--- src/rtl/snn_pe_pkg.sv ---
// Shared definitions for the SNN convolution PE.
// Holds the packet field layout helpers, packet type codes, the PE state
// encoding and the saturating adder used by the integrate-and-fire neuron.
package snn_pe_pkg;

  // Packet type bit values (MSB of every packet)
  localparam logic TYPE_FILTER = 1'b0;
  localparam logic TYPE_IFMAP  = 1'b1;

  // Packet layout, MSB first: {type, dest, src, payload}
  function automatic int unsigned pkt_src_lsb(input int unsigned pay_w);
    return pay_w;
  endfunction

  function automatic int unsigned pkt_dest_lsb(input int unsigned pay_w,
                                               input int unsigned addr_w);
    return pay_w + addr_w;
  endfunction

  function automatic int unsigned pkt_type_bit(input int unsigned pay_w,
                                               input int unsigned addr_w);
    return pay_w + 2 * addr_w;
  endfunction

  typedef enum logic [1:0] {S_LOAD, S_MAC, S_FIRE, S_SEND} state_e;

  // Unsigned add clamped to 2^w-1 (w <= 32).
  function automatic logic [31:0] sat_add(input logic [31:0] a,
                                          input logic [31:0] b,
                                          input int unsigned w);
    logic [32:0] s;
    logic [32:0] lim;
    s   = {1'b0, a} + {1'b0, b};
    lim = (33'd1 << w) - 33'd1;
    return (s > lim) ? lim[31:0] : s[31:0];
  endfunction

endpackage

--- src/rtl/snn_if_neuron.sv ---
// Integrate-and-fire neuron with subtract-reset and a persistent membrane.
// Ports:
//   clk, rst  clock, asynchronous active-high reset
//   clear     zero the membrane (new filter loaded)
//   fire      integrate acc into the membrane this cycle
//   acc       MAC result for the current timestep
//   spike     combinational fire decision for membrane+acc (valid while fire is high)
module snn_if_neuron
  import snn_pe_pkg::*;
#(
  parameter int unsigned MEM_W = 12,
  parameter int unsigned ACC_W = 12,
  parameter int unsigned VT    = 49
) (
  input  logic             clk,
  input  logic             rst,
  input  logic             clear,
  input  logic             fire,
  input  logic [ACC_W-1:0] acc,
  output logic             spike
);

  localparam logic [MEM_W-1:0] VT_M = MEM_W'(VT);

  logic [MEM_W-1:0] membrane_q;
  logic [MEM_W-1:0] sum;

  // Saturation happens before the threshold subtraction.
  assign sum   = MEM_W'(sat_add(32'(membrane_q), 32'(acc), MEM_W));
  assign spike = sum > VT_M;

  always_ff @(posedge clk or posedge rst) begin
    if (rst) begin
      membrane_q <= '0;
    end else if (clear) begin
      membrane_q <= '0;
    end else if (fire) begin
      membrane_q <= spike ? sum - VT_M : sum;
    end
  end

endmodule

--- src/rtl/snn_conv_pe.sv ---
// SNN convolution processing element.
// Depacketises K filter rows and K binary ifmap rows, runs one weight x spike
// MAC per cycle over the KxK window, integrates into the neuron and sends one
// result packet per timestep to the memory wrapper.
// Ports:
//   clk, rst             clock, asynchronous active-high reset
//   in_pkt/valid/ready   NoC input {type, dest, src, payload}
//   out_pkt/valid/ready  NoC output {0, MEM_ADDR, PE_ADDR, {.., ts, spike}}
//   busy                 high whenever the PE is not in S_LOAD
module snn_conv_pe
  import snn_pe_pkg::*;
#(
  parameter int unsigned       K        = 3,
  parameter int unsigned       W_W      = 8,
  parameter int unsigned       MEM_W    = 12,
  parameter int unsigned       VT       = 49,
  parameter int unsigned       ADDR_W   = 4,
  parameter logic [ADDR_W-1:0] PE_ADDR  = 4'b0000,
  parameter logic [ADDR_W-1:0] MEM_ADDR = 4'b1101,
  parameter int unsigned       T_W      = 8,
  parameter int unsigned       PKT_W    = 1 + 2 * ADDR_W + K * W_W
) (
  input  logic             clk,
  input  logic             rst,
  input  logic [PKT_W-1:0] in_pkt,
  input  logic             in_valid,
  output logic             in_ready,
  output logic [PKT_W-1:0] out_pkt,
  output logic             out_valid,
  input  logic             out_ready,
  output logic             busy
);

  localparam int unsigned PAY_W    = K * W_W;
  localparam int unsigned N        = K * K;
  localparam int unsigned IDX_W    = (N > 1) ? $clog2(N) : 1;
  localparam int unsigned ACC_W    = W_W + IDX_W;
  localparam int unsigned ROW_W    = (K > 1) ? $clog2(K) : 1;
  localparam int unsigned TYPE_BIT = pkt_type_bit(PAY_W, ADDR_W);
  localparam int unsigned SRC_LSB  = pkt_src_lsb(PAY_W);

  localparam logic [ROW_W-1:0] LAST_ROW = ROW_W'(K - 1);
  localparam logic [IDX_W-1:0] LAST_IDX = IDX_W'(N - 1);

  state_e           state_q;
  logic [ROW_W-1:0] frow_q;
  logic [ROW_W-1:0] irow_q;
  logic [IDX_W-1:0] idx_q;
  logic [ACC_W-1:0] acc_q;
  logic [T_W-1:0]   ts_q;
  logic             filter_ok_q;
  logic [W_W-1:0]   weights_q [N];
  logic [N-1:0]     spikes_q;

  logic             in_type;
  logic [PAY_W-1:0] payload;
  logic             accept;
  logic [ACC_W-1:0] mac_term;
  logic             neuron_clear;
  logic             neuron_fire;
  logic             fire_spike;
  logic [PAY_W-1:0] res_payload;
  logic             unused_addr;

  assign in_type     = in_pkt[TYPE_BIT];
  assign payload     = in_pkt[PAY_W-1:0];
  // Routing fields were consumed by the router; the PE does not check them.
  assign unused_addr = ^in_pkt[TYPE_BIT-1:SRC_LSB];

  // Filters may only replace weights between ifmap windows; ifmaps need a
  // complete filter. Anything else stalls on the port.
  assign in_ready = (state_q == S_LOAD) &&
                    ((in_type == TYPE_IFMAP) ? filter_ok_q : (irow_q == '0));
  assign accept   = in_valid && in_ready;
  assign busy     = (state_q != S_LOAD);

  assign mac_term     = spikes_q[idx_q] ? ACC_W'(weights_q[idx_q]) : '0;
  assign neuron_clear = accept && (in_type == TYPE_FILTER) && (frow_q == LAST_ROW);
  assign neuron_fire  = (state_q == S_FIRE);

  always_comb begin
    res_payload        = '0;
    res_payload[T_W:0] = {ts_q, fire_spike};
  end

  snn_if_neuron #(
    .MEM_W (MEM_W),
    .ACC_W (ACC_W),
    .VT    (VT)
  ) u_neuron (
    .clk   (clk),
    .rst   (rst),
    .clear (neuron_clear),
    .fire  (neuron_fire),
    .acc   (acc_q),
    .spike (fire_spike)
  );

  always_ff @(posedge clk or posedge rst) begin
    if (rst) begin
      state_q     <= S_LOAD;
      frow_q      <= '0;
      irow_q      <= '0;
      idx_q       <= '0;
      acc_q       <= '0;
      ts_q        <= '0;
      filter_ok_q <= 1'b0;
      spikes_q    <= '0;
      for (int n = 0; n < N; n++) weights_q[n] <= '0;
      out_valid   <= 1'b0;
      out_pkt     <= '0;
    end else begin
      unique case (state_q)
        S_LOAD: begin
          if (accept) begin
            if (in_type == TYPE_FILTER) begin
              for (int r = 0; r < K; r++) begin
                for (int c = 0; c < K; c++) begin
                  if (frow_q == ROW_W'(r)) weights_q[r*K+c] <= payload[c*W_W +: W_W];
                end
              end
              // Row 0 of a new filter invalidates the old one until its last row.
              if (frow_q == '0) filter_ok_q <= 1'b0;
              if (frow_q == LAST_ROW) begin
                filter_ok_q <= 1'b1;
                ts_q        <= '0;
                frow_q      <= '0;
              end else begin
                frow_q <= frow_q + 1'b1;
              end
            end else begin
              for (int r = 0; r < K; r++) begin
                for (int c = 0; c < K; c++) begin
                  if (irow_q == ROW_W'(r)) spikes_q[r*K+c] <= payload[c];
                end
              end
              if (irow_q == LAST_ROW) begin
                irow_q  <= '0;
                idx_q   <= '0;
                acc_q   <= '0;
                state_q <= S_MAC;
              end else begin
                irow_q <= irow_q + 1'b1;
              end
            end
          end
        end
        S_MAC: begin
          acc_q <= acc_q + mac_term;
          if (idx_q == LAST_IDX) begin
            idx_q   <= '0;
            state_q <= S_FIRE;
          end else begin
            idx_q <= idx_q + 1'b1;
          end
        end
        S_FIRE: begin
          out_pkt <= {TYPE_FILTER, MEM_ADDR, PE_ADDR, res_payload};
          ts_q    <= ts_q + 1'b1;
          acc_q   <= '0;
          state_q <= S_SEND;
        end
        S_SEND: begin
          // The packet is latched in S_FIRE and presented one cycle later.
          if (!out_valid) begin
            out_valid <= 1'b1;
          end else if (out_ready) begin
            out_valid <= 1'b0;
            state_q   <= S_LOAD;
          end
        end
        default: state_q <= S_LOAD;
      endcase
    end
  end

endmodule

--- config.mk ---
export PLATFORM = sky130hd
export DESIGN_NAME = snn_conv_pe
export DESIGN_NICKNAME = d
export VERILOG_FILES = /design/src/rtl/snn_pe_pkg.sv /design/src/rtl/snn_if_neuron.sv /design/src/rtl/snn_conv_pe.sv
export SDC_FILE = /design/constraint.sdc
export NUM_CORES = 1
export LEC_CHECK = 0
export CAP_MARGIN = 20
export CORE_UTILIZATION = 60
export CTS_BUF_LIST = sky130_fd_sc_hd__clkbuf_4
export DETAILED_ROUTE_END_ITERATION = 8
export PLACE_DENSITY = 0.83
export SYNTH_ARGS = -nofsm -noshare
export SYNTH_HDL_FRONTEND = slang
export SYNTH_SLANG_ARGS = --single-unit
export TNS_END_PERCENT = 10
--- constraint.sdc ---
create_clock -name clk -period 4.78 [get_ports clk]
set_input_delay 0.717 -clock clk [delete_from_list [all_inputs] [get_ports clk]]
set_output_delay 0.717 -clock clk [all_outputs]
set_load 0.005 [all_outputs]
# After elaboration in Yosys (flattened, before gate mapping)
# Cells that the tools add are included.
dict set report word_totals {
  register_bits 135
  input_bits 37
  out_inout_bits 36
  elab_cells 114
}
dict set report classes {
  n_addsub 7
  magnitude_cmp 4
  eq_ne 16
  muxes 37
  n_bitwise 2
  n_reduce_logical 26
}
# cell count
set op_table {}
lappend op_table {{two-way mux 12 bit} 7}
lappend op_table {{two-way mux 8 bit} 6}
lappend op_table {{AND reduction 4 bit} 10}
lappend op_table {{one-hot mux 12 bit (3 select lines)} 1}
lappend op_table {{binary-select mux 8 bit (select 4 bit)} 1}
lappend op_table {{two-way mux 2 bit} 8}
lappend op_table {{two-way mux 4 bit} 4}
lappend op_table {{one-hot mux 8 bit (2 select lines)} 1}
lappend op_table {{adder 12 x 12 -> 13 bit} 1}
lappend op_table {{greater-than comparator 13 x 12 -> 1 bit, second input constant} 1}
lappend op_table {{adder 12 x 8 -> 12 bit} 1}
lappend op_table {{greater-than comparator 12 x 6 -> 1 bit, second input constant} 1}
lappend op_table {{!= test 2 bit, second input constant} 6}
lappend op_table {{subtractor 12 x 6 -> 12 bit, second input constant} 1}
lappend op_table {{nonzero test 2 bit} 5}
lappend op_table {{adder 8 x 1 -> 8 bit, second input constant} 1}
lappend op_table {{== test 2 bit, second input constant} 4}
lappend op_table {{one-hot mux 2 bit (4 select lines)} 1}
lappend op_table {{one-hot mux 4 bit (2 select lines)} 1}
lappend op_table {{== test 2 x 1 -> 1 bit, second input constant} 3}
lappend op_table {{zero test 2 bit} 3}
lappend op_table {{two-way mux 1 bit} 6}
lappend op_table {{AND reduction 3 bit} 2}
lappend op_table {{AND reduction 6 bit} 1}
lappend op_table {{other kinds (11)} 16}

# Longest topological paths before layout
# Gate-level depths: netlist of the first run.
dict set report depth {
  word_depth 7
  ltp_mapped 17
  ltp_nobuf 15
}

# Modules after synthesis
# A second synthesis of the first run with hierarchy kept.
dict set report unflattened {
  hier_cells 728
  hier_area_um2 7574.8
}
# module instances cells_per_inst area_per_inst_um2 seq_area_each_um2
set by_module_without_submodules {}
lappend by_module_without_submodules {snn_conv_pe 1 542 6129.6 3078.0}
lappend by_module_without_submodules {snn_if_neuron 1 186 1445.1 300.3}

# Worst setup path before layout of the first run
# OpenSTA, ideal clock, no wires.
dict set report synth_timing {
  path_type {reg-to-reg}
  from {register idx_q[0]}
  to {register acc_q[10]}
  setup_time_ps 128
  arrival_time_ps 3559
  required_time_ps 4652
  slack_ps 1092
  stages_incl_launch_ff 16
  path_buffers 1
  synth_period_minus_slack_ps 3688
  path_cell_list {dfrtp_1 > buf_1 > mux4_2 > mux2i_1 > o21ai_0 > and2_1 > ha_1 > fa_1 > a21o_1 > a21oi_1 > o21bai_1 > a21oi_1 > o21ai_0 > nand3_1 > mux2i_1 > o21ai_0}
}
dict set report synth_between {
  elab_chain_len 7
  elab_cells_between_ends 9
  classes_between {1 x add/sub; 7 x mux; 1 x bitwise}
}
# item line_no
set synth_rtl {}
lappend synth_rtl {{start: declaration} snn_conv_pe.sv:48} ;# logic [IDX_W-1:0] idx_q;
lappend synth_rtl {{start signal: assignment} snn_conv_pe.sv:154} ;# idx_q <= idx_q + 1'b1;
lappend synth_rtl {{NOT 4 -> 5 bit (not written as such)} snn_conv_pe.sv:77} ;# assign mac_term = spikes_q[idx_q] ? ACC_W'(weights_q[idx_q]) : '0;
lappend synth_rtl {{binary-select mux 8 bit (select 4 bit)} snn_conv_pe.sv:77}
lappend synth_rtl {{two-way mux 8 bit (not written as such) (2 in a row)} snn_conv_pe.sv:77}
lappend synth_rtl {{two-way mux 8 bit *} snn_conv_pe.sv:77}
lappend synth_rtl {{adder 12 x 8 -> 12 bit *} snn_conv_pe.sv:149} ;# acc_q <= acc_q + mac_term;
lappend synth_rtl {{one-hot mux 12 bit (3 select lines) *} snn_conv_pe.sv:113} ;# unique case (state_q)
lappend synth_rtl {{end signal: assignment} snn_conv_pe.sv:149}
lappend synth_rtl {{end: declaration} snn_conv_pe.sv:49} ;# logic [ACC_W-1:0] acc_q;
# Mark *: on every way between the ends. The rest lies on a longest branch, timed or not. The select of a mux whose other input is x is not followed.
# A chain may end at the register's enable or synchronous reset.

# Worst setup path after layout of the first run
# Ends and elaborated chain as after synthesis.

==> results of run 1 <==
cell type report:
type,count,area share [%]
tap,168,2.52
clock inverter,14,2.48
inverter,16,0.751
timing repair buffer,53,6.07
sequential,135,40.6
multi-input combinational,531,46.1
clock buffer,17,1.53
worst min-delay path, cell delays in order, from the launching register on:
cell	delay [ps]
dfrtp_1	350
nand2_1	50
nand2_1	60
how the worst max path moves through the flow:
stage                               from  cells past startpoint  slack [ps]                     to
finish              idx_q[0]$_DFFE_PP0P_                     16         690  acc_q[10]$_DFFE_PP0P_
global route        idx_q[0]$_DFFE_PP0P_                     16         440  acc_q[10]$_DFFE_PP0P_
CTS                 idx_q[0]$_DFFE_PP0P_                     16         710  acc_q[10]$_DFFE_PP0P_
detailed placement  idx_q[0]$_DFFE_PP0P_                     16         800  acc_q[10]$_DFFE_PP0P_
global placement    idx_q[0]$_DFFE_PP0P_                     16         890  acc_q[10]$_DFFE_PP0P_
floorplan                            rst                      1         450   acc_q[0]$_DFFE_PP0P_
kinds of logic (layout without fill, tap and decap cells):
logic type,after synthesis,in the layout,synth area share (%)
xor+xnor,23,23,2.69
mux,94,94,16.6
buf+inv,68,100,4.97
simple gates,230,230,14.2
other cells,1,21,0.0500
compound gates,133,133,11.3
fa+ha+maj,30,30,5.20
flops,135,135,45.0
synth_stat cells (all sizes together), types with 3 or more instances:
| cell | n |
|---|---|
| o21a | 4 |
| and2 | 16 |
| buf | 34 |
| nand4 | 3 |
| dfrtp | 135 |
| mux4 | 18 |
| mux2i | 14 |
| nor2 | 28 |
| xnor2 | 15 |
| a211oi | 5 |
| nand2 | 127 |
| xor2 | 8 |
| a21o | 11 |
| o211ai | 6 |
| nor2b | 4 |
| nor3 | 7 |
| o31ai | 4 |
| nand2b | 5 |
| clkbuf | 18 |
| a31oi | 4 |
| a21boi | 3 |
| inv | 16 |
| o21ai | 42 |
| and3 | 4 |
| or3 | 6 |
| nor3b | 5 |
| ha | 28 |
| mux2 | 62 |
| a21oi | 36 |
| nand3 | 15 |
| or2 | 3 |
flip-flops by register name (all words and copies together), names as in the netlist:
signal	count
u_neuron.membrane_q	12
state_q	2
weights_q	72
spikes_q	9
out_pkt	10
out_valid	1
acc_q	12
idx_q	4
ts_q	8
filter_ok_q	1
frow_q	2
irow_q	2
power breakdown:
part / leakage, nW / switching [mW] / internal [mW]
combinational: 1.89 / 0.887 / 0.854
clock: 0.175 / 0.416 / 0.461
sequential: 1.75 / 0.254 / 1.49
total: 3.82 / 1.56 / 2.80
per-stage QoR:
stage	instances	worst slack, ps	power, mW
3_3_place_gp	903	895	3.38
5_1_grt	934	439	4.65
4_1_cts	934	715	4.37
3_5_place_dp	903	797	3.48
2_1_floorplan	734	452	3.02
6_report	934	694	4.36
per-layer routing:
| metal | up-vias | global-route usage [%] |
|---|---|---|
| li1 | 2558 | - |
| met1 | 2724 | 33.7 |
| met2 | 156 | 45.0 |
| met3 | 36 | 5.63 |
| met4 | 0 | 11.5 |
| met5 | - | 0 |
==> impl.org, run 1 <==
** Run status
- The run finished with clean final reports.

** Synthesis
- After synthesis, the cell types taking the most area are dfrtp_1, mux2_2, nand2_1.
- For this run, the register share of the synthesized area comes to 45.0%.
- Cell area after synthesis :: 0.00750 mm^2
- Synthesis produced a netlist whose cell count is 714.
- In the synthesized netlist the async set-or-reset flop fraction comes to 100%.
- Number of enable-type register cells in the synthesized netlist :: 0
- Portion of synthesized cell area occupied by the leading cell type :: 45.0%
- Dividing the synthesized area by the synthesized cell count gives 10.5 um^2.
- Seq cells post-synth :: 135
- Among all flip-flop cells after synthesis, the most frequent one is dfrtp_1.
- Yosys mapped the design onto 63 distinct sky130hd cell types.
- During synthesis, Yosys emitted a total of 0 warnings.
- Dominant cell type by area after synthesis :: dfrtp_1

** Drt
- Avg WL per Cell :: 17.3 um
- Mean number of vias per cell :: 5.86
- Routed signal wires occupy layers up through met4.
- Detailed routing placed a total of 622 um of wire on met3.
- The first detailed-routing pass took 4 iterations.
- Summed over all layers, the routed wires come to 16.2 mm.
- Met2 WL post-DR :: 8.26 mm
- In this run, the number of DRC markers left after iteration 0 of detailed routing was 417.
- The detail route stage leaves a number of antenna-violating nets equal to 0.
- Residual DRC :: 0
- For this block, wires on met1 add up to 6.89 mm.
- Via count of the routed design :: 5,474

** Global route
- GRT Util Overall :: 26.8%
- Antenna violations before repair :: 0
- The first global-routing pass estimated 26.8 mm of wire.
- Maximum number of pins on one net before global-route repair :: 67
- Via count of the first global-routing pass :: 5,539
- After global routing the overflow that remains totals 0.

** Pwr
- Across the VDD grid, the largest voltage drop is 0.000352 V.
- Leak :: 3.82 nW
- For this design the ratio of total power to cell area is 524 mW/mm^2.

** Clock network
- In this run, CTS created clock tree buffers numbering 17.
- Buffer levels on the longest clock path :: 2
- After clock tree synthesis, the clock-pin slew on the worst setup and hold paths is 110 ps.
- Deepest level of the CTS H-tree :: 4
- TritonCTS built the clock tree.
- CTS Sinks :: 135
- After clock tree synthesis, the flow added hold-fix buffers numbering 0.
- In this run, post-CTS repair resized a total of 0 instances.
- In this run the post-CTS setup repair buffer count came out at 0.
- Clock latency on the worst-skew pair, taken at its later pin, is 540 ps.
- The tree is rooted in a clkbuf_4.

** Floorplan
- Starting utilization of the core area :: 61.9%
- I/O Pins :: 73
- Die X-Extent :: 114 um
- Row generation in the floorplan step produced 40 rows.
- In this run the vertical extent of the chip is 114 um.
- Area of the placeable core :: 0.0121 mm^2
- The floorplan step defined a die boundary enclosing 0.0130 mm^2.

** Cells and area
- Core utilization of the finished layout :: 68.8%
- From synthesis to final layout, the design area changed by 11.0%.
- The layout has 856 filler cells.
- Multi-input gate area in the final layout :: 0.00384 mm^2
- In the final design database the tool counted 821 nets.
- The repair_antennas step left the layout with diodes totalling 0.
- In the final layout, flip-flops and latches occupy 0.00338 mm^2.
- Most common cell after layout, fill and taps aside :: dfrtp_1
- In the layout the commonest cells are dfrtp_1, nand2_1, mux2_2.
- After routing the design area is 0.00833 mm^2.
- Fraction of final layout cells sized beyond drive strength 1 :: 17.4%

** Placed design
- Input and output buffers added on the ports amount to 43.
- Summing all placed instances gives a cell area of 0.00799 mm^2.
- RePlAce Congestion :: 0.848
- The HPWL after detailed placement is 11.5 mm.

** Setup path
- Worst Path Arrival :: 4500 ps
- Counting cells, the worst reg-to-reg path comes to 16.
- Crit path required time :: 5200 ps
- Worst reg2reg endpoint :: acc_q[10]$_DFFE_PP0P_
- The cell family contributing the most delay on the critical path is compound AO/OA/AOI/OAI gates.
- Worst R2R Setup Slack :: 690 ps
- Highest fanout seen on the critical path :: 17
- Traced cell by cell, the critical path runs through buf_4 -> inv_1 -> and3_1 -> nand2_1 -> o21ai_0 -> and2_1 -> ha_1 -> fa_1 -> a21o_1 -> a21oi_1 -> o21bai_1 -> a21oi_1 -> o21ai_0 -> nand3_1 -> mux2i_1 -> o21ai_0.
- STA classifies the critical path startpoint as a register.
- Element type at the critical path end :: register
- Buffers plus inverters on the worst setup path :: 2
- Among the stages of the critical path, the cell type that occurs most often is o21ai_0.
- The largest single stage delay on the critical path is 640 ps.
- Category of the most critical setup path :: reg2reg
- Among all stages on the critical path, the largest delay is contributed by dfrtp_1.
- Start of the worst register-to-register path :: idx_q[0]$_DFFE_PP0P_

** Hold path
- Hold WC Path Type :: reg2reg
- The startpoint identified for the worst hold timing path is weights_q[22]$_DFFE_PP0P_.
- The worst hold path was traced through 2 stages.
- The worst hold path terminates at weights_q[22]$_DFFE_PP0P_.

** STA
- The clock arrives with 17.4 ps of skew.
- Fin crit period :: 4090 ps
- Period utilization :: 85.5%
- Setup repair after global routing left no endpoint under its margin.
- For the pin with the worst max-slew slack, the measured transition is 1030 ps.
- Static timing analysis puts the maximum clock frequency at 0.245 GHz.
- The number of endpoints with negative hold slack in the final report was 0.
- Final hold slack :: 486 ps
- Total negative setup slack :: 0 ps
- The worst pin sits at a relative slew slack of 31.1%.
- The max-slew violation count is 0.
- # setup viols final :: 0

** Flow run
- Across the run, the number of max-cap violations was 0.
Note: power is estimated with default switching activity, not from simulation.
==> inputs of run 2 (changes only) <==
Settings changed: CORE_UTILIZATION 60 to 35, PLACE_DENSITY 0.83 to unset.
==> run 2 against run 1 <==
Compared with the run above:
- clock skew grew 0.73 ps
- first-iteration DRC count shrank 34%
- wire length shrank 2.4%
- final area grew 1.3%
- utilization shrank 29 points
- register-to-register slack gained 200 ps
- total power shrank 3.3%
- sequential power is essentially flat
- clock power shrank 12%
- via count shrank 3.7%
- die area grew 70%
- fmax grew 5.1%
==> impl.org, run 2 (same netlist as run 1, synthesis figures left out) <==
** Setup path
- Start of the worst register-to-register path :: idx_q[0]$_DFFE_PP0P_
- Crit path required time :: 5210 ps
- Highest fanout seen on the critical path :: 8
- The worst setup path is of the reg2reg kind.
- Worst Path Arrival :: 4320 ps
- The worst register-to-register path ends at acc_q[10]$_DFFE_PP0P_.
- Source of the critical timing path :: idx_q[0]$_DFFE_PP0P_
- The worst setup path is captured at a register.
- The setup check on the worst reg-to-reg path leaves a slack of 890 ps.
- The number of cells on the worst reg-to-reg path is 14.
- Startpoint Class :: register

** Global route
- Entering global routing, the biggest net connects 90 pins.
- Global routing consumed, over all layers together, 15.3% of the routing resources.
- Total overflow reported by the global router :: 0
- Via count of the first global-routing pass :: 5,119
- The number of antenna violations at the first check in global routing is 1.
- Global-route wire length before repair :: 26.4 mm

** Floorplan
- I/O Pins :: 73
- Die X-Extent :: 148 um
- The floorplan step set the die height to 148 um.
- Once the floorplan was initialized, standard cells occupied 35.7% of the core.
- The initialized floorplan defines 53 standard-cell rows.
- The die covers 0.0220 mm^2.
- The core region is 0.0210 mm^2.

** Placed design
- Input and output buffers added on the ports amount to 43.
- HPWL after detailed placement :: 11.2 mm
- RePlAce Congestion :: 0.838
- Setup slack after placement :: 879 ps

** STA
- Clock skew on the completed layout was measured at 18.1 ps.
- Headroom to the max-slew limit :: 45.5%
- Adding up every negative setup slack in the final design gives 0 ps.
- The max-slew violation count is 0.
- In the post-route analysis, the smallest setup slack over all paths is 891 ps.
- At the pin with the least slew margin, the transition time is 818 ps.
- Period utilization :: 81.4%
- Setup repair after global routing missed its margin :: false
- Setup violations remaining at the end of the flow were counted as 0.
- After layout, the minimum clock period comes to 3890 ps.
- Highest achievable clock rate :: 0.257 GHz
- Number of hold-slack violations in the final timing report :: 0

** Clock network
- The longest clock path from root to sink contains 2 buffers.
- After clock tree synthesis, the repair step resized 0 gates.
- Hold buffer count at cts :: 0
- The number of setup buffers added after CTS is 0.
- CTS placed an instance of clkbuf_4 at the clock tree root.
- TritonCTS built the clock tree.
- Clock tree synthesis inserted a total of 17 buffers.
- Clock tree synthesis found a total of 135 sinks.
- For the worst-skew pair, the clock arrives at the later sink with an insertion delay of 540 ps.
- The H-tree was split into 4 levels.
- Clock-pin slew reported for the worst setup and hold paths after clock tree synthesis :: 120 ps

** Hold path
- Cell depth of the worst min-delay path :: 2
- The tightest min-delay check is of the reg2reg type.
- The worst hold path terminates at weights_q[19]$_DFFE_PP0P_.
- Min-Delay Startpoint :: weights_q[19]$_DFFE_PP0P_

** Flow run
- Number of maximum-capacitance violations :: 0

** Cells and area
- Number of flip-flops in the largest register :: 72
- Ranked by flip-flop count, first place goes to weights_q.
- The filler cells instantiated in the layout total 2,088.
- The final layout contains 823 nets.
- Fraction of final layout cells sized beyond drive strength 1 :: 17.4%
- Commonest non-fill, non-tap cells in the layout :: dfrtp_1, nand2_1, mux2_2
- Compared with the post-synthesis result, the final layout area differs by 12.4%.
- Largest registers :: weights_q (72), acc_q (12), u_neuron.membrane_q (12)
- The library cell used most frequently in the layout, excluding fill and tap cells, is dfrtp_1.

** Pwr
- Dividing total power by cell area gives a power density of 500 mW/mm^2.
- Worst VDD drop :: 0.000216 V
- For this design the static power due to leakage is 3.79 nW.

** Run status
- The flow ran to the end, and the final reports show no timing, DRC or antenna violations.

** Drt
- The detail route stage leaves a number of antenna-violating nets equal to 0.
- In the routed layout, each cell is associated on average with a via count of 5.05.
- After detailed routing, the total wire length is 15.8 mm.
- Residual DRC :: 0
- In the final routed layout, each cell accounts on average for 15.1 um.
- Via count of the routed design :: 5,272
- Initial drt markers :: 275
- Iteration count of the initial detailed-routing pass :: 4
[run 2: area by class of cell]
cell class	instances	area, um^2	share of cell area [%]
Clock buffer	17	128	1.51
Tap cell	275	344	4.08
Multi-Input combinational cell	531	3840	45.5
Timing Repair Buffer	55	520	6.17
Antenna cell	1	2.50	0.0297
Sequential cell	135	3380	40.1
Clock inverter	14	159	1.88
Inverter	16	65.1	0.771
[run 2: critical path, cell delays in order (launching register included)]
cell and delay [ps]:
dfrtp_1 600, mux4_2 550, mux2i_1 140, o21ai_0 280
and2_1 260, ha_1 210, fa_1 400, a21o_1 170
a21oi_1 240, o21bai_1 90, a21oi_1 260, o21ai_0 190
nand3_1 130, mux2i_1 170, o21ai_0 80
[run 2: where the power goes]
group	internal [mW]	total, mW	switching (mW)	leakage [nW]
combinational	0.855	1.72	0.864	1.90
sequential	1.49	1.72	0.235	1.75
clock	0.354	0.773	0.420	0.141
[run 2: routing by layer]
| layer | vias to the layer above | global-route usage (%) | share of wire (%) |
|---|---|---|---|
| li1 | 2563 | - | - |
| met1 | 2597 | 20.6 | 48 |
| met2 | 97 | 24.6 | 48 |
| met3 | 15 | 2.98 | 3.2 |
| met4 | 0 | 5.05 | 1.2 |
| met5 | - | 0 | 0 |
[run 2: how the worst max path moves through the flow]
stage,to,cells after the start
2_1_floorplan,acc_q[0]$_DFFE_PP0P_,1
3_3_place_gp,acc_q[10]$_DFFE_PP0P_,14
3_5_place_dp,acc_q[10]$_DFFE_PP0P_,14
4_1_cts,acc_q[10]$_DFFE_PP0P_,14
5_1_grt,acc_q[10]$_DFFE_PP0P_,14
6_report,acc_q[10]$_DFFE_PP0P_,14
[run 2: stage by stage]
step | total power, mW | hold WS, ps | area (um^2) | cells | utilization (%)
6_report | 4.22 | 482 | 8430 | 1044 | 40.1
5_1_grt | 4.55 | 515 | 8430 | 1044 | 40.1
4_1_cts | 4.27 | 486 | 8430 | 1043 | 40.1
3_5_place_dp | 3.48 | 457 | 8150 | 1012 | 38.7
3_3_place_gp | 3.44 | 454 | 8150 | 1012 | 38.7
2_1_floorplan | 3.02 | 440 | 7580 | 734 | -
==> inputs of run 3 (changes only) <==
Clock period 4.78 ns to 3.9 ns, I/O delays scaled along.
==> run 3 against run 2 <==
Compared with the run above:
- largest power group is now combinational cells
- critical path type unchanged
- worst hold slack got worse by 71 ps
- critical endpoint unchanged
- cell count increased by 0.29%
- critical path depth increased by 1
- via count up 1.4%
==> impl.org, run 3 (same netlist as run 1, synthesis figures left out) <==
** Drt
- Iteration count of the initial detailed-routing pass :: 5
- The routed layout has 5,347 vias.
- Antenna-violating nets left :: 0
- Initial drt markers :: 296
- Sum of routed wire length over all layers :: 15.9 mm
- Avg WL per Cell :: 15.2 um
- Mean number of vias per cell :: 5.11
- In the routed design, unresolved DRC markers number 0.

** Cells and area
- Commonest non-fill, non-tap cells in the layout :: dfrtp_1, nand2_1, mux2_2
- Register cell area after layout :: 0.00338 mm^2
- Counting the fill cells in the layout gives 2,045.
- Register with the most flip-flops :: weights_q
- Synth-to-Final Area Change :: 13.0%
- Multi-input gate area in the final layout :: 0.00384 mm^2
- Most common cell after layout, fill and taps aside :: dfrtp_1
- Cells fill 40.3% of the core in the end.
- Final standard cell area without fillers :: 0.00847 mm^2
- Number of flip-flops in the largest register :: 72
- Inserted Diodes :: 0
- The largest registers in the layout are weights_q (72), acc_q (12), u_neuron.membrane_q (12).
- The final layout contains 826 nets.
- Fraction of final layout cells sized beyond drive strength 1 :: 18.1%

** STA
- Period utilization :: 92.1%
- For the pin with the worst max-slew slack, the measured transition is 817 ps.
- Highest achievable clock rate :: 0.278 GHz
- Setup violations remaining at the end of the flow were counted as 0.
- The max-slew violation count came to 0.
- Number of hold-slack violations in the final timing report :: 0
- Setup repair after global routing missed its margin :: false
- Between clock sinks in the finished design, the worst skew comes to 23.1 ps.
- Total negative setup slack :: 0 ps
- Headroom to the max-slew limit came out at 45.4%.
- Counting I/O delays and the setup requirement, the final critical path takes 3590 ps.

** Clock network
- Clock-pin slew was measured on the worst setup and hold paths at 130 ps.
- The H-tree generated during clock tree synthesis spans 4 levels.
- After clock tree synthesis, the setup repair step added 0 buffers.
- The root buffer cell chosen for the clock tree is clkbuf_4.
- At the later pin of the worst-skew pair, clock insertion delay measures 560 ps.
- Buffer levels on the longest clock path :: 2
- In this run, post-CTS hold repair placed 0 buffers.
- In this run, post-CTS repair resized a total of 0 instances.
- TritonCTS built the clock tree.
- The clock drives 135 sinks.
- TritonCTS buffer count :: 17

** Pwr
- Power per cell area :: 611 mW/mm^2
- Worst VDD drop :: 0.000317 V
- Summed over all cells, the static leakage comes to 3.82 nW.

** Setup path
- At the worst endpoint, the arrival time is 4030 ps.
- STA puts the critical path data required time at 4340 ps.
- Slowest-stage cell, CP :: mux4_2
- Startpoint Class :: register
- The critical path is of the reg2reg type.
- On the worst path, the slowest cell contributes a delay of 490 ps.
- Element type at the critical path end :: register
- Of all nets on the critical path, the largest fanout is 6.
- The number of cells on the worst reg-to-reg path is 15.
- The signal on the critical path passes through buf_4 -> mux4_2 -> mux2i_1 -> o21ai_0 -> and2_1 -> ha_1 -> fa_1 -> a21o_1 -> a21oi_1 -> o21bai_1 -> a21oi_1 -> o21ai_0 -> nand3_1 -> mux2i_1 -> o21ai_0.
- Critical path's most frequent cell :: o21ai_0

** Global route
- Entering global routing, the biggest net connects 116 pins.
- The first global-routing pass estimated 26.7 mm of wire.
- The via count of the first global-routing pass came to 5,171.
- Total overflow reported by the global router :: 0
- Antenna violations before repair :: 0
- Global routing used 15.5% of the available tracks.

** Flow run
- Number of maximum-capacitance violations :: 0

** Floorplan
- 73 I/O pins were placed.
- The die is 148 um wide.
- The total area inside the core boundary comes to 0.0210 mm^2.
- The die covers 0.0220 mm^2.
- Site row count :: 53
- Once the floorplan was initialized, standard cells occupied 35.7% of the core.
- The die is 148 um tall.

** Placed design
- HPWL after detailed placement :: 11.1 mm
- Routability-driven placement finished with a final weighted congestion of 0.821.
- Input and output buffers added on the ports amount to 43.
- Placed cell area :: 0.00818 mm^2

** Run status
- The flow ran to the end, and the final reports show no timing, DRC or antenna violations.

** Hold path
- In this run the worst hold path is classified as in2async.
==> run 3: changes by cell type in the layout (fill, tap and decap cells not counted), sizes merged <==
cell      change
clkinvlp      -1
clkinv        +1
diode         -1
buf           +3
bufinv        -1
clkbuf        +2
==> run 3: area by class of cell <==
type | count | area share [%]
Clock buffer | 19 | 1.68
Tap cell | 275 | 4.06
Timing Repair Buffer | 58 | 6.60
Sequential cell | 135 | 39.9
Clock inverter | 13 | 1.76
Inverter | 16 | 0.753
Multi-Input combinational cell | 531 | 45.3
==> run 3: power breakdown <==
part / total (mW) / internal [mW] / switching, mW
Sequential: 2.10 / 1.82 / 0.277
Combinational: 2.13 / 1.07 / 1.07
Clock: 0.945 / 0.401 / 0.545
==> run 3: layer usage <==
metal | share of wire, % | up-vias | track usage [%]
met3 | 2.8 | 12 | 3.28
li1 | - | 2572 | -
met4 | 0.89 | 0 | 4.33
met5 | 0 | - | 0
met1 | 49 | 2667 | 21.1
met2 | 48 | 96 | 24.8
==> run 3: final timing paths <==
check                                                     end                      start  slack (ps)
setup / recovery                        acc_q[10]$_DFFE_PP0P_       idx_q[0]$_DFFE_PP0P_         310
hold / removal             u_neuron.membrane_q[9]$_DFFE_PP0P_                        rst         410
setup reg to reg                        acc_q[10]$_DFFE_PP0P_       idx_q[0]$_DFFE_PP0P_         310
hold reg to reg                     weights_q[23]$_DFFE_PP0P_  weights_q[23]$_DFFE_PP0P_         490
max in group asynchronous            weights_q[3]$_DFFE_PP0P_                        rst        2500
min in group clk                    weights_q[23]$_DFFE_PP0P_  weights_q[23]$_DFFE_PP0P_         490
==> run 3: worst max-delay path: cells and delay by family, from the launching register on <==
kind | cells | cell delay (ps)
buf+inv | 1 | 170
mux | 3 | 880
compound gates | 7 | 1160
simple gates | 2 | 290
flops | 1 | 370
fa+ha+maj | 2 | 620
==> run 3: per-stage QoR <==
stage,setup slack (ps),hold slack [ps],std cells,power (mW)
after global routing,10.9,444,1047,5.57
after CTS,303,401,1047,5.23
after detailed placement,328,460,1015,4.27
final,309,412,1047,5.18
after global placement,352,454,1015,4.23
after floorplan,212,440,734,3.71
